===== config.mk =====
export PLATFORM = sky130hd
export DESIGN_NAME = imm_encoder_unit
export DESIGN_NICKNAME = d
export VERILOG_FILES = /design/src/rtl/imm_enc_pkg.sv /design/src/rtl/imm_scatter.sv /design/src/rtl/imm_encoder_unit.sv
export SDC_FILE = /design/constraint.sdc
export NUM_CORES = 1
export LEC_CHECK = 0
export ABC_AREA = 0
export CORE_UTILIZATION = 55
export CTS_BUF_LIST = sky130_fd_sc_hd__clkbuf_2 sky130_fd_sc_hd__clkbuf_4 sky130_fd_sc_hd__clkbuf_8
export CTS_CLUSTER_SIZE = 8
export DETAILED_ROUTE_END_ITERATION = 8
export GPL_TIMING_DRIVEN = 0
export PLACE_DENSITY_LB_ADDON = 0.05
export SLEW_MARGIN = 20
export SYNTH_ARGS = -nofsm -noshare
export SYNTH_HDL_FRONTEND = slang
export SYNTH_SLANG_ARGS = --single-unit

===== constraint.sdc =====
create_clock -name clk -period 3.15 [get_ports clk]
set_input_delay 0.7875 -clock clk [delete_from_list [all_inputs] [get_ports clk]]
set_output_delay 0.7875 -clock clk [all_outputs]
set_load 0.02 [all_outputs]

===== src/rtl/imm_enc_pkg.sv =====
// imm_enc_pkg
// Shared definitions for the immediate encoder: the RV32I immediate format
// codes and, per format, the 32-bit mask of instruction bit positions that
// carry immediate bits.
// Ports: none (package).
package imm_enc_pkg;

    typedef enum logic [2:0] {
        FMT_I = 3'b000,
        FMT_S = 3'b001,
        FMT_B = 3'b011,
        FMT_U = 3'b100,
        FMT_J = 3'b101
    } imm_fmt_t;

    // S and B use the same instruction bit positions, as do U and J.
    localparam logic [31:0] MASK_I = 32'hFFF0_0000;
    localparam logic [31:0] MASK_S = 32'hFE00_0F80;
    localparam logic [31:0] MASK_B = 32'hFE00_0F80;
    localparam logic [31:0] MASK_U = 32'hFFFF_F000;
    localparam logic [31:0] MASK_J = 32'hFFFF_F000;

    // Illegal codes map to an empty mask so base_inst passes through untouched.
    function automatic logic [31:0] fmt_mask(input logic [2:0] fmt);
        case (fmt)
            FMT_I:   fmt_mask = MASK_I;
            FMT_S:   fmt_mask = MASK_S;
            FMT_B:   fmt_mask = MASK_B;
            FMT_U:   fmt_mask = MASK_U;
            FMT_J:   fmt_mask = MASK_J;
            default: fmt_mask = 32'h0000_0000;
        endcase
    endfunction

endpackage


===== src/rtl/imm_scatter.sv =====
// imm_scatter
// Purely combinational core of the encoder: range-checks a signed immediate
// against the selected RV32I format and scatters it into the immediate bit
// positions of base_inst.
// Ports:
//   fmt       in   3   format code (imm_fmt_t encoding, other codes illegal)
//   imm       in   32  signed immediate (byte offset for B/J)
//   base_inst in   32  instruction supplying all non-immediate bits
//   inst      out  32  encoded instruction
//   err       out  1   range or format error
module imm_scatter
    import imm_enc_pkg::*;
(
    input  logic [2:0]  fmt,
    input  logic [31:0] imm,
    input  logic [31:0] base_inst,
    output logic [31:0] inst,
    output logic        err
);

    logic [31:0] placed;
    logic [31:0] mask;
    logic        range_ok;
    logic        fmt_ok;

    always_comb begin
        placed   = 32'h0000_0000;
        range_ok = 1'b0;
        fmt_ok   = 1'b1;
        mask     = fmt_mask(fmt);

        // Range checks test that the discarded high bits are pure sign extension.
        case (fmt)
            FMT_I: begin
                placed[31:20] = imm[11:0];
                range_ok      = (&imm[31:11]) | ~(|imm[31:11]);
            end
            FMT_S: begin
                placed[31:25] = imm[11:5];
                placed[11:7]  = imm[4:0];
                range_ok      = (&imm[31:11]) | ~(|imm[31:11]);
            end
            FMT_B: begin
                placed[31]    = imm[12];
                placed[30:25] = imm[10:5];
                placed[11:8]  = imm[4:1];
                placed[7]     = imm[11];
                range_ok      = ~imm[0] & ((&imm[31:12]) | ~(|imm[31:12]));
            end
            FMT_U: begin
                placed[31:12] = imm[31:12];
                range_ok      = ~(|imm[11:0]);
            end
            FMT_J: begin
                placed[31]    = imm[20];
                placed[30:21] = imm[10:1];
                placed[20]    = imm[11];
                placed[19:12] = imm[19:12];
                range_ok      = ~imm[0] & ((&imm[31:20]) | ~(|imm[31:20]));
            end
            default: begin
                fmt_ok = 1'b0;
            end
        endcase

        err = ~fmt_ok | ~range_ok;

        // An errored result still clears the immediate field so a bad value
        // never leaks partially into the injected instruction.
        if (!fmt_ok) begin
            inst = base_inst;
        end else if (err) begin
            inst = base_inst & ~mask;
        end else begin
            inst = (base_inst & ~mask) | placed;
        end
    end

endmodule


===== src/rtl/imm_encoder_unit.sv =====
// imm_encoder_unit
// Two-stage valid/ready pipeline that encodes a signed immediate into an
// RV32I instruction word. Stage 1 registers the request, stage 2 registers
// the output of imm_scatter.
// Optional feature: define IMM_ENC_ERR_CNT_EN to build a saturating counter
// of errored results on err_cnt; otherwise err_cnt is tied to zero.
// Ports:
//   clk        in   1           system clock, rising edge
//   rst_n      in   1           asynchronous active-low reset
//   in_valid   in   1           request valid
//   in_ready   out  1           request accepted when in_valid && in_ready
//   fmt        in   3           format code
//   imm        in   DATA_WIDTH  signed immediate
//   base_inst  in   DATA_WIDTH  instruction providing non-immediate bits
//   out_valid  out  1           result valid
//   out_ready  in   1           consumer ready
//   out_inst   out  DATA_WIDTH  encoded instruction
//   out_err    out  1           range or format error for this result
//   err_cnt    out  CNT_WIDTH   saturating count of errored results
module imm_encoder_unit
    import imm_enc_pkg::*;
#(
    parameter int DATA_WIDTH = 32,
    parameter int CNT_WIDTH  = 8
) (
    input  logic                  clk,
    input  logic                  rst_n,
    input  logic                  in_valid,
    output logic                  in_ready,
    input  logic [2:0]            fmt,
    input  logic [DATA_WIDTH-1:0] imm,
    input  logic [DATA_WIDTH-1:0] base_inst,
    output logic                  out_valid,
    input  logic                  out_ready,
    output logic [DATA_WIDTH-1:0] out_inst,
    output logic                  out_err,
    output logic [CNT_WIDTH-1:0]  err_cnt
);

    logic                  s1_valid;
    logic [2:0]            s1_fmt;
    logic [DATA_WIDTH-1:0] s1_imm;
    logic [DATA_WIDTH-1:0] s1_base;

    logic [DATA_WIDTH-1:0] enc_inst;
    logic                  enc_err;

    logic accept;
    logic advance;

    // Stage 1 may refill in the same cycle it hands off, so a full stage 1
    // only blocks when the output register is also stuck.
    assign in_ready = ~s1_valid | ~out_valid | out_ready;
    assign accept   = in_valid & in_ready;
    assign advance  = s1_valid & (~out_valid | out_ready);

    always_ff @(posedge clk or negedge rst_n) begin
        if (!rst_n) begin
            s1_valid <= 1'b0;
            s1_fmt   <= 3'b000;
            s1_imm   <= '0;
            s1_base  <= '0;
        end else begin
            if (accept) begin
                s1_valid <= 1'b1;
                s1_fmt   <= fmt;
                s1_imm   <= imm;
                s1_base  <= base_inst;
            end else if (advance) begin
                s1_valid <= 1'b0;
            end
        end
    end

    imm_scatter u_scatter (
        .fmt       (s1_fmt),
        .imm       (s1_imm),
        .base_inst (s1_base),
        .inst      (enc_inst),
        .err       (enc_err)
    );

    always_ff @(posedge clk or negedge rst_n) begin
        if (!rst_n) begin
            out_valid <= 1'b0;
            out_inst  <= '0;
            out_err   <= 1'b0;
        end else begin
            if (advance) begin
                out_valid <= 1'b1;
                out_inst  <= enc_inst;
                out_err   <= enc_err;
            end else if (out_ready) begin
                out_valid <= 1'b0;
            end
        end
    end

`ifdef IMM_ENC_ERR_CNT_EN
    logic [CNT_WIDTH-1:0] err_cnt_q;

    always_ff @(posedge clk or negedge rst_n) begin
        if (!rst_n) begin
            err_cnt_q <= '0;
        end else if (advance && enc_err && (err_cnt_q != {CNT_WIDTH{1'b1}})) begin
            err_cnt_q <= err_cnt_q + 1'b1;
        end
    end

    assign err_cnt = err_cnt_q;
`else
    assign err_cnt = '0;
`endif

endmodule


Word-level counts from Yosys, hierarchy flattened
Index checks and enable logic that the tools add are counted.

storage, ports and cells
  bits in registers = 102
  logic and storage cells = 61
  output and inout bits = 43

operators by class
  bitwise operators = 23
  eq/ne operators = 4
  multiplexer cells = 13
  reduce and logical (&&, ||, !) cells = 14

operators by type and width
  kind                                         number
  one-hot mux 32 bit (3 select lines)          1
  2-to-1 mux 32 bit                            2
  AND 32 bit                                   1
  inverter 32 bit                              1
  bitwise OR 32 bit                            1
  one-hot mux 7 bit (4 select lines)           1
  OR reduction 12 bit                          2
  AND reduction 21 bit                         1
  OR reduction 21 bit                          1
  AND reduction 20 bit                         1
  OR reduction 20 bit                          1
  one-hot mux 5 bit (3 select lines)           1
  AND reduction 12 bit                         1
  one-hot mux 5 bit (2 select lines)           1
  inverter 1 bit                               9
  2-to-1 mux 8 bit                             1
  bitwise OR 1 bit                             7
  equality test 3 bit (second input constant)  2
  OR reduction 2 bit                           3
  2-to-1 mux 1 bit                             5
  OR reduction 5 bit                           1
  AND 1 bit                                    4
  one-hot mux 1 bit (4 select lines)           1
  nonzero test 2 bit                           2
  other kinds (3)                              3

Logic depth before layout (Yosys ltp)
Gate-level depths: netlist (run 1).

  depth after elaboration = 9
  depth in mapped cells = 8
  mapped depth without buffers = 5

By module
From an unflattened synthesis (run 1), not the netlist that was laid out.

second synthesis, totals
  cells, all modules = 380
  area, all modules = 4,932.2 um2

modules (own cells, without submodules)
  module            sequential area each (um2)  times used  cells each  area an instance (um2)
  imm_encoder_unit  2,552.4                     1           227         4,036.4
  imm_scatter       0.0                         1           153         895.9

Worst setup path after synthesis (run 1)
OpenSTA, ideal clock, no wires.

  kind = input to register
  start = input out_ready
  end = register s1_base[28]
  buffers on the path = 2
  path slack = 0.832 ns
  stages = 5
  data required time = 3.025 ns
  arrival time = 2.193 ns
  path through = nand3b_1 -> nand2_1 -> clkbuf_1 -> buf_2 -> mux2_2

between the ends
  word-level cells in the longest chain between the ends = 2

RTL lines
  what                  line                    RTL
  from (decl)           imm_encoder_unit.sv:34  input logic out_ready,
  bitwise OR 1 bit      imm_encoder_unit.sv:53  assign in_ready = ~s1_valid | ~out_valid | out_ready;
  AND 1 bit             imm_encoder_unit.sv:54  assign accept = in_valid & in_ready;
  to (signal assigned)  imm_encoder_unit.sv:68  s1_base <= base_inst;
  to (decl)             imm_encoder_unit.sv:43  logic [DATA_WIDTH-1:0] s1_base;

Every way passes these cells.
A chain may end at the register's enable or synchronous reset.

Worst setup path after layout (run 1)
  start = input out_ready
  end = output in_ready

between the ends
  word-level cells in the longest chain between the ends = 1

RTL lines
  what              line                    RTL
  bitwise OR 1 bit  imm_encoder_unit.sv:53
  to (decl)         imm_encoder_unit.sv:29  output logic in_ready,

Every way passes these cells.

==> results of run 1 <==
## registers in the layout, summed over array words and instances (netlist names)
name	cells
out_inst	32
s1_base	32
s1_imm	32
s1_fmt	3
out_err	1
out_valid	1
s1_valid	1
## cells in the final DEF (no fill, tap or decap), types with 2 or more instances in the layout
cell and count:
clkdlybuf4s50_1 104, dfrtp_1 102, mux2_2 75, o21ai_0 28
nor2_1 23, nand2_1 22, nand4_1 19, a21oi_1 18
clkbuf_1 14, a22oi_1 14, buf_4 12, clkbuf_8 9
conb_1 8, mux2i_1 7, buf_2 6, nor4_1 6
nand3_1 6, nand2b_1 5, nor2b_1 4, o31ai_1 4
buf_6 3, nor3_1 3, clkinvlp_4 3, nand3b_1 2
o31ai_2 2, inv_6 2
## final cells by class
type	count	area (um2)
well taps	105	131
fillers	582	2140
multi-input cells	256	1890
plain buffers	36	204
flip-flops and latches	102	2550
repair buffers	106	1080
clock buffers	9	124
clock inverters	7	56.3
## routing by layer
layer,up-vias,routed length (um)
met5,-,0
met4,0,141
met3,13,505
met2,100,5320
met1,1713,4680
li1,1634,-
## stage by stage
| step | hold WS (ns) | setup slack [ns] | util | power, mW | instances |
|---|---|---|---|---|---|
| floorplan | 0.466 | 0.832 | - | 2.24 | 394 |
| global placement | 0.473 | -2.45 | 0.713 | 2.67 | 604 |
| detailed placement | 0.478 | 0.260 | 0.716 | 2.70 | 605 |
| CTS | 0.319 | 0.332 | 0.738 | 3.47 | 621 |
| global route | 0.327 | 0.300 | 0.738 | 3.62 | 621 |
| finish | 0.311 | 0.342 | 0.738 | 3.45 | 621 |
## power groups by stage
stage / Combinational, mW / Clock, mW / Sequential, mW
6_report: 0.981 / 0.780 / 1.69
2_1_floorplan: 0.452 / 0 / 1.79
4_1_cts: 0.989 / 0.795 / 1.69
3_5_place_dp: 0.985 / 0 / 1.72
5_1_grt: 1.06 / 0.837 / 1.72
3_3_place_gp: 0.957 / 0 / 1.71
## critical path, stage by stage
cell and delay [ns]:
clkdlybuf4s50_1 0.46, nand3b_1 0.15, clkdlybuf4s50_1 0.62
## worst max path at each step
stage              start     endpoint  slack [ns]  cells past startpoint
2_1_floorplan  out_ready  s1_base[28]        0.83                      5
3_3_place_gp       rst_n   s1_imm[27]       -2.45                      1
3_5_place_dp   out_ready    s1_imm[1]        0.26                      6
4_1_cts        out_ready     in_ready        0.33                      3
5_1_grt        out_ready     in_ready        0.30                      3
6_report       out_ready     in_ready        0.34                      3
## cell families (layout without fill, tap and decap cells)
| group | after synthesis | after routing |
|---|---|---|
| xor gates and xnor gates | 1 | 1 |
| AOI/OAI and AO/OA | 73 | 73 |
| other | 1 | 8 |
| and+or+nand+nor | 92 | 92 |
| buffers and inverters | 36 | 158 |
| DFF | 102 | 102 |
| muxes | 82 | 82 |
==> flow_summary.yaml, run 1 <==
outcome:
  status: "completed"
route:
  ant_nets: 0
  drt-total-wl_mm: 10.6
  drtIter0Drc: 146
  wl_per_cell_um: 17.1
  firstDrtPassIters: 4
  drcViolationCount: 0
  num_vias: 3460
  vias_per_cell: 5.57
sta:
  setup_violations: 0
  finalHoldViolations: 0
  drv_slew: 0
  fmax_mhz: 356
  worst_pin_slew_ns: 0.732
  relSlewSlack: 0.512
  skew_ns: 0.0120
  rsz0062_at_grt: "no"
  fin_crit_ns: 2.81
  timing.setup.tns_ns: 0
  post-route-period-util: 0.891
global_route:
  use_met2: 0.450
  grt_usage: 0.264
  antenna_found_initial: 0
  gr-max-usage-layer: "met2"
  grt_overflow_total: 0
  grt_max_degree: 62
  grt_pass1_wl_mm: 17.3
  met3_usage: 0.0512
  met1_usage: 0.343
  grt_pass1_vias: 3472
setup_path:
  ff2ff_setup_slack_ns: 0.94
  path_class: "in -> out"
  rr_startpoint: "s1_valid"
  worstSetupStartpointType: "input port"
  worst_ep_arrival_time_ns: 2.02
  critPathMaxFanout: 3
  r2r_cells: 6
  r2r_end: "s1_imm[1]"
  worstPathRequired_ns: 2.36
  endpoint_kind: "primary output"
place:
  hpwl_mm: 7.95
  io_buffer_count: 105
  place.gp.congestion: 0.842
  dpl_cell_area_um2: 5860
power:
  pwr-share-comb: 0.284
  max-vdd-ir-drop_v: 0.000360
  pwr-share-clk: 0.226
  p_sw_mw: 1.12
  leakage_nw: 2.46
  switching_share: 0.324
  power_frac_seq: 0.490
  p_int_mw: 2.33
  power.density_nw_per_um2: 572
die:
  rows: 33
  core-area_um2: 8180
  die_x_um: 93.6
  initial_utilization: 0.565
  fp.dieH_um: 93.6
  die-area_um2: 8770
  io_pins: 114
cells_and_area:
  num_antenna_cells: 0
  syn_to_final_growth_pct: 30.7
  layout.nets: 582
  fin_area_um2: 6040
  drive_above_1_share: 0.233
cts:
  clkTransAtPathRegs_ns: 0.10
  cts_setup_buffers: 0
  cts_buffers: 9
  cts_tree: "done"
  numClockSinks: 102
  cts_buffer_depth: 2
  cts-root-buf: "clkbuf_8"
  htreeDepth: 3
  clk_latency_ns: 0.38
  post_cts_resized: 0
  holdBufCountCts: 0
synth:
  synth-xor-area-share: 0.00190
  synth_edf_count: 0
  syn_inst: 387
  yosysTopAreaCell: "dfrtp_1"
  yosys.area_share.adder: 0
  synth_top_cells_by_count: "102 x dfrtp_1, 75 x mux2_2, 28 x o21ai_0"
  async_reset_ff_frac: 1.00
  synth_compound_area_frac: 0.102
  synth.most_common_cell: "dfrtp_1"
  ys_seq_elements: 102
  syn_avg_cell_area_um2: 11.9
  ys_warn_count: 0
  synth_top_family_by_area: "multiplexers"
  syn_area_um2: 4620
  yosys.area_share.simple: 0.100
  synthMuxAreaShare: 0.198
  ys_seq_area_frac: 0.553
  synth_top_flop_cell: "dfrtp_1"
  synthTopCellsByArea: "dfrtp_1 55%, mux2_2 18%, o21ai_0 3.0%"
  synth_cell_types: 34
  synth_top_area_frac: 0.553
flow_run:
  drv_cap: 0
worst_hold_path:
  min_path_type: "in -> async"
No activity file was read; power rests on OpenSTA's default activity.
==> inputs of run 2 (changes only) <==
--- a/config.mk
+++ b/config.mk
@@ -12,6 +12,7 @@
 export DETAILED_ROUTE_END_ITERATION = 8
 export GPL_TIMING_DRIVEN = 0
 export PLACE_DENSITY_LB_ADDON = 0.05
+export SKIP_LAST_GASP = 1
 export SLEW_MARGIN = 20
 export SYNTH_ARGS = -nofsm -noshare
 export SYNTH_HDL_FRONTEND = slang
==> results of run 2 <==
Same layout as run 1: the final DEF is identical, and so are final timing and power.
==> inputs of run 3 (changes only) <==
--- a/config.mk
+++ b/config.mk
@@ -8,9 +8,9 @@
 export ABC_AREA = 0
 export CORE_UTILIZATION = 55
 export CTS_BUF_LIST = sky130_fd_sc_hd__clkbuf_2 sky130_fd_sc_hd__clkbuf_4 sky130_fd_sc_hd__clkbuf_8
-export CTS_CLUSTER_SIZE = 8
 export DETAILED_ROUTE_END_ITERATION = 8
 export GPL_TIMING_DRIVEN = 0
+export MAX_ROUTING_LAYER = met4
 export PLACE_DENSITY_LB_ADDON = 0.05
 export SKIP_LAST_GASP = 1
 export SLEW_MARGIN = 20
==> run 3 against run 2 <==
Effect of this change: worst hold slack better by 0.0018 ns; worst setup slack is essentially flat; clock skew barely moved; utilization stayed put; power shrank 0.15%; non-clock buffer count is the same; combinational power hardly changed; count of clock-buffer cells in the layout did not move; global-route usage grew 0.75 points; critical path type unchanged.
==> flow_summary.yaml, run 3 (synthesis gave the netlist of run 1 again) <==
die:
  die-area_um2: 8770
  initial_utilization: 0.565
  core-area_um2: 8180
  fp.dieH_um: 93.6
  io_pins: 114
  rows: 33
  die_x_um: 93.6
sta:
  drv_slew: 0
  whs_ns: 0.313
  setup_violations: 0
  fin_crit_ns: 2.81
  fmax_mhz: 356
  rsz0062_at_grt: "no"
  relSlewSlack: 0.525
  skew_ns: 0.0119
  finalHoldViolations: 0
  worst_pin_slew_ns: 0.712
  post-route-period-util: 0.891
cells_and_area:
  num_antenna_cells: 0
  final_cell_mix: "104 x clkdlybuf4s50_1, 102 x dfrtp_1, 75 x mux2_2, 28 x o21ai_0, 23 x nor2_1"
  num-fill-cells: 582
  syn_to_final_growth_pct: 30.7
  layout.nets: 582
  top_regs: "out_inst: 32 flops, s1_base: 32 flops, s1_imm: 32 flops"
  layout_commonest_cell: "clkdlybuf4s50_1"
  drive_above_1_share: 0.233
setup_path:
  critPathMaxFanout: 3
  worst_ep_arrival_time_ns: 2.02
  critPathTopFamily: "buffers and inverters"
  critical_path.most_common_cell: "clkdlybuf4s50_1"
  rr_startpoint: "s1_valid"
  critPathMaxStageDelay_ns: 0.62
  cp_cell_sequence: "clkdlybuf4s50_1, nand3b_1, clkdlybuf4s50_1"
  crit_start: "out_ready"
  r2r_cells: 6
  slowest_stage: "clkdlybuf4s50_1"
  endpoint_kind: "primary output"
  path_class: "in -> out"
  r2r_end: "s1_imm[1]"
  crit_buf_inv: 2
  worstPathRequired_ns: 2.36
  worstSetupStartpointType: "input port"
  ff2ff_setup_slack_ns: 0.93
cts:
  clk_latency_ns: 0.38
  post_cts_resized: 0
  cts_tree: "done"
  cts_buffers: 9
  holdBufCountCts: 0
  cts-root-buf: "clkbuf_8"
  htreeDepth: 3
  cts_buffer_depth: 2
  clkTransAtPathRegs_ns: 0.10
  numClockSinks: 102
  cts_setup_buffers: 0
outcome:
  status: "completed"
flow_run:
  drv_cap: 0
global_route:
  grt_overflow_total: 0
  grt_usage: 0.271
  antenna_found_initial: 0
  grt_pass1_wl_mm: 17.3
  grt_pass1_vias: 3479
  grt_max_degree: 62
worst_hold_path:
  min_path_type: "in -> async"
route:
  drt-total-wl_mm: 10.7
  vias_per_cell: 5.59
  firstDrtPassIters: 4
  wl_per_cell_um: 17.2
  drcViolationCount: 0
  ant_nets: 0
  num_vias: 3469
  drtIter0Drc: 124
power:
  max-vdd-ir-drop_v: 0.000360
  power.density_nw_per_um2: 571
  p_total_mw: 3.45
  leakage_nw: 2.46
place:
  hpwl_mm: 7.95
  place.gp.congestion: 0.855
  io_buffer_count: 105
==> run 3: cell counts in the layout (fill, tap and decap cells not counted) <==
Identical to the previous run, type by type.
==> run 3: final cells by class <==
type,count,area (um2),share of cell area
multi-input cells,256,1890,0.313
plain buffers,36,204,0.0338
flip-flops and latches,102,2550,0.423
clock buffers,9,124,0.0205
well taps,105,131,0.0218
repair buffers,106,1080,0.179
clock inverters,7,56.3,0.00933
==> run 3: how the worst max path moves through the flow <==
stage          cells after the start           to
4_1_cts                            3     in_ready
3_3_place_gp                       1   s1_imm[27]
3_5_place_dp                       6    s1_imm[1]
5_1_grt                            3     in_ready
6_report                           3     in_ready
2_1_floorplan                      5  s1_base[28]
==> run 3: routing by layer <==
metal | track usage | vias to the layer above | part of all wire
li1 | - | 1633 | -
met1 | 0.344 | 1709 | 0.43
met2 | 0.452 | 112 | 0.50
met3 | 0.0520 | 15 | 0.052
met4 | 0.0667 | 0 | 0.012
met5 | - | - | 0
==> run 3: stage by stage <==
stage               setup TNS [ns]  setup slack [ns]   util  cells  instance area (um2)
floorplan                        0             0.832      -    394                 4650
global placement           -249.31             -2.45  0.713    604                 5830
detailed placement               0             0.260  0.716    605                 5860
CTS                              0             0.332  0.738    621                 6040
global route                     0             0.300  0.738    621                 6040
finish                           0             0.343  0.738    621                 6040
==> run 3: report_power, final <==
part | total, mW | switching, mW | internal [mW] | leakage [nW]
Sequential | 1.69 | 0.163 | 1.53 | 1.22
Clock | 0.776 | 0.479 | 0.297 | 0.0842
Combinational | 0.982 | 0.473 | 0.508 | 1.16
Total | 3.45 | 1.12 | 2.33 | 2.46
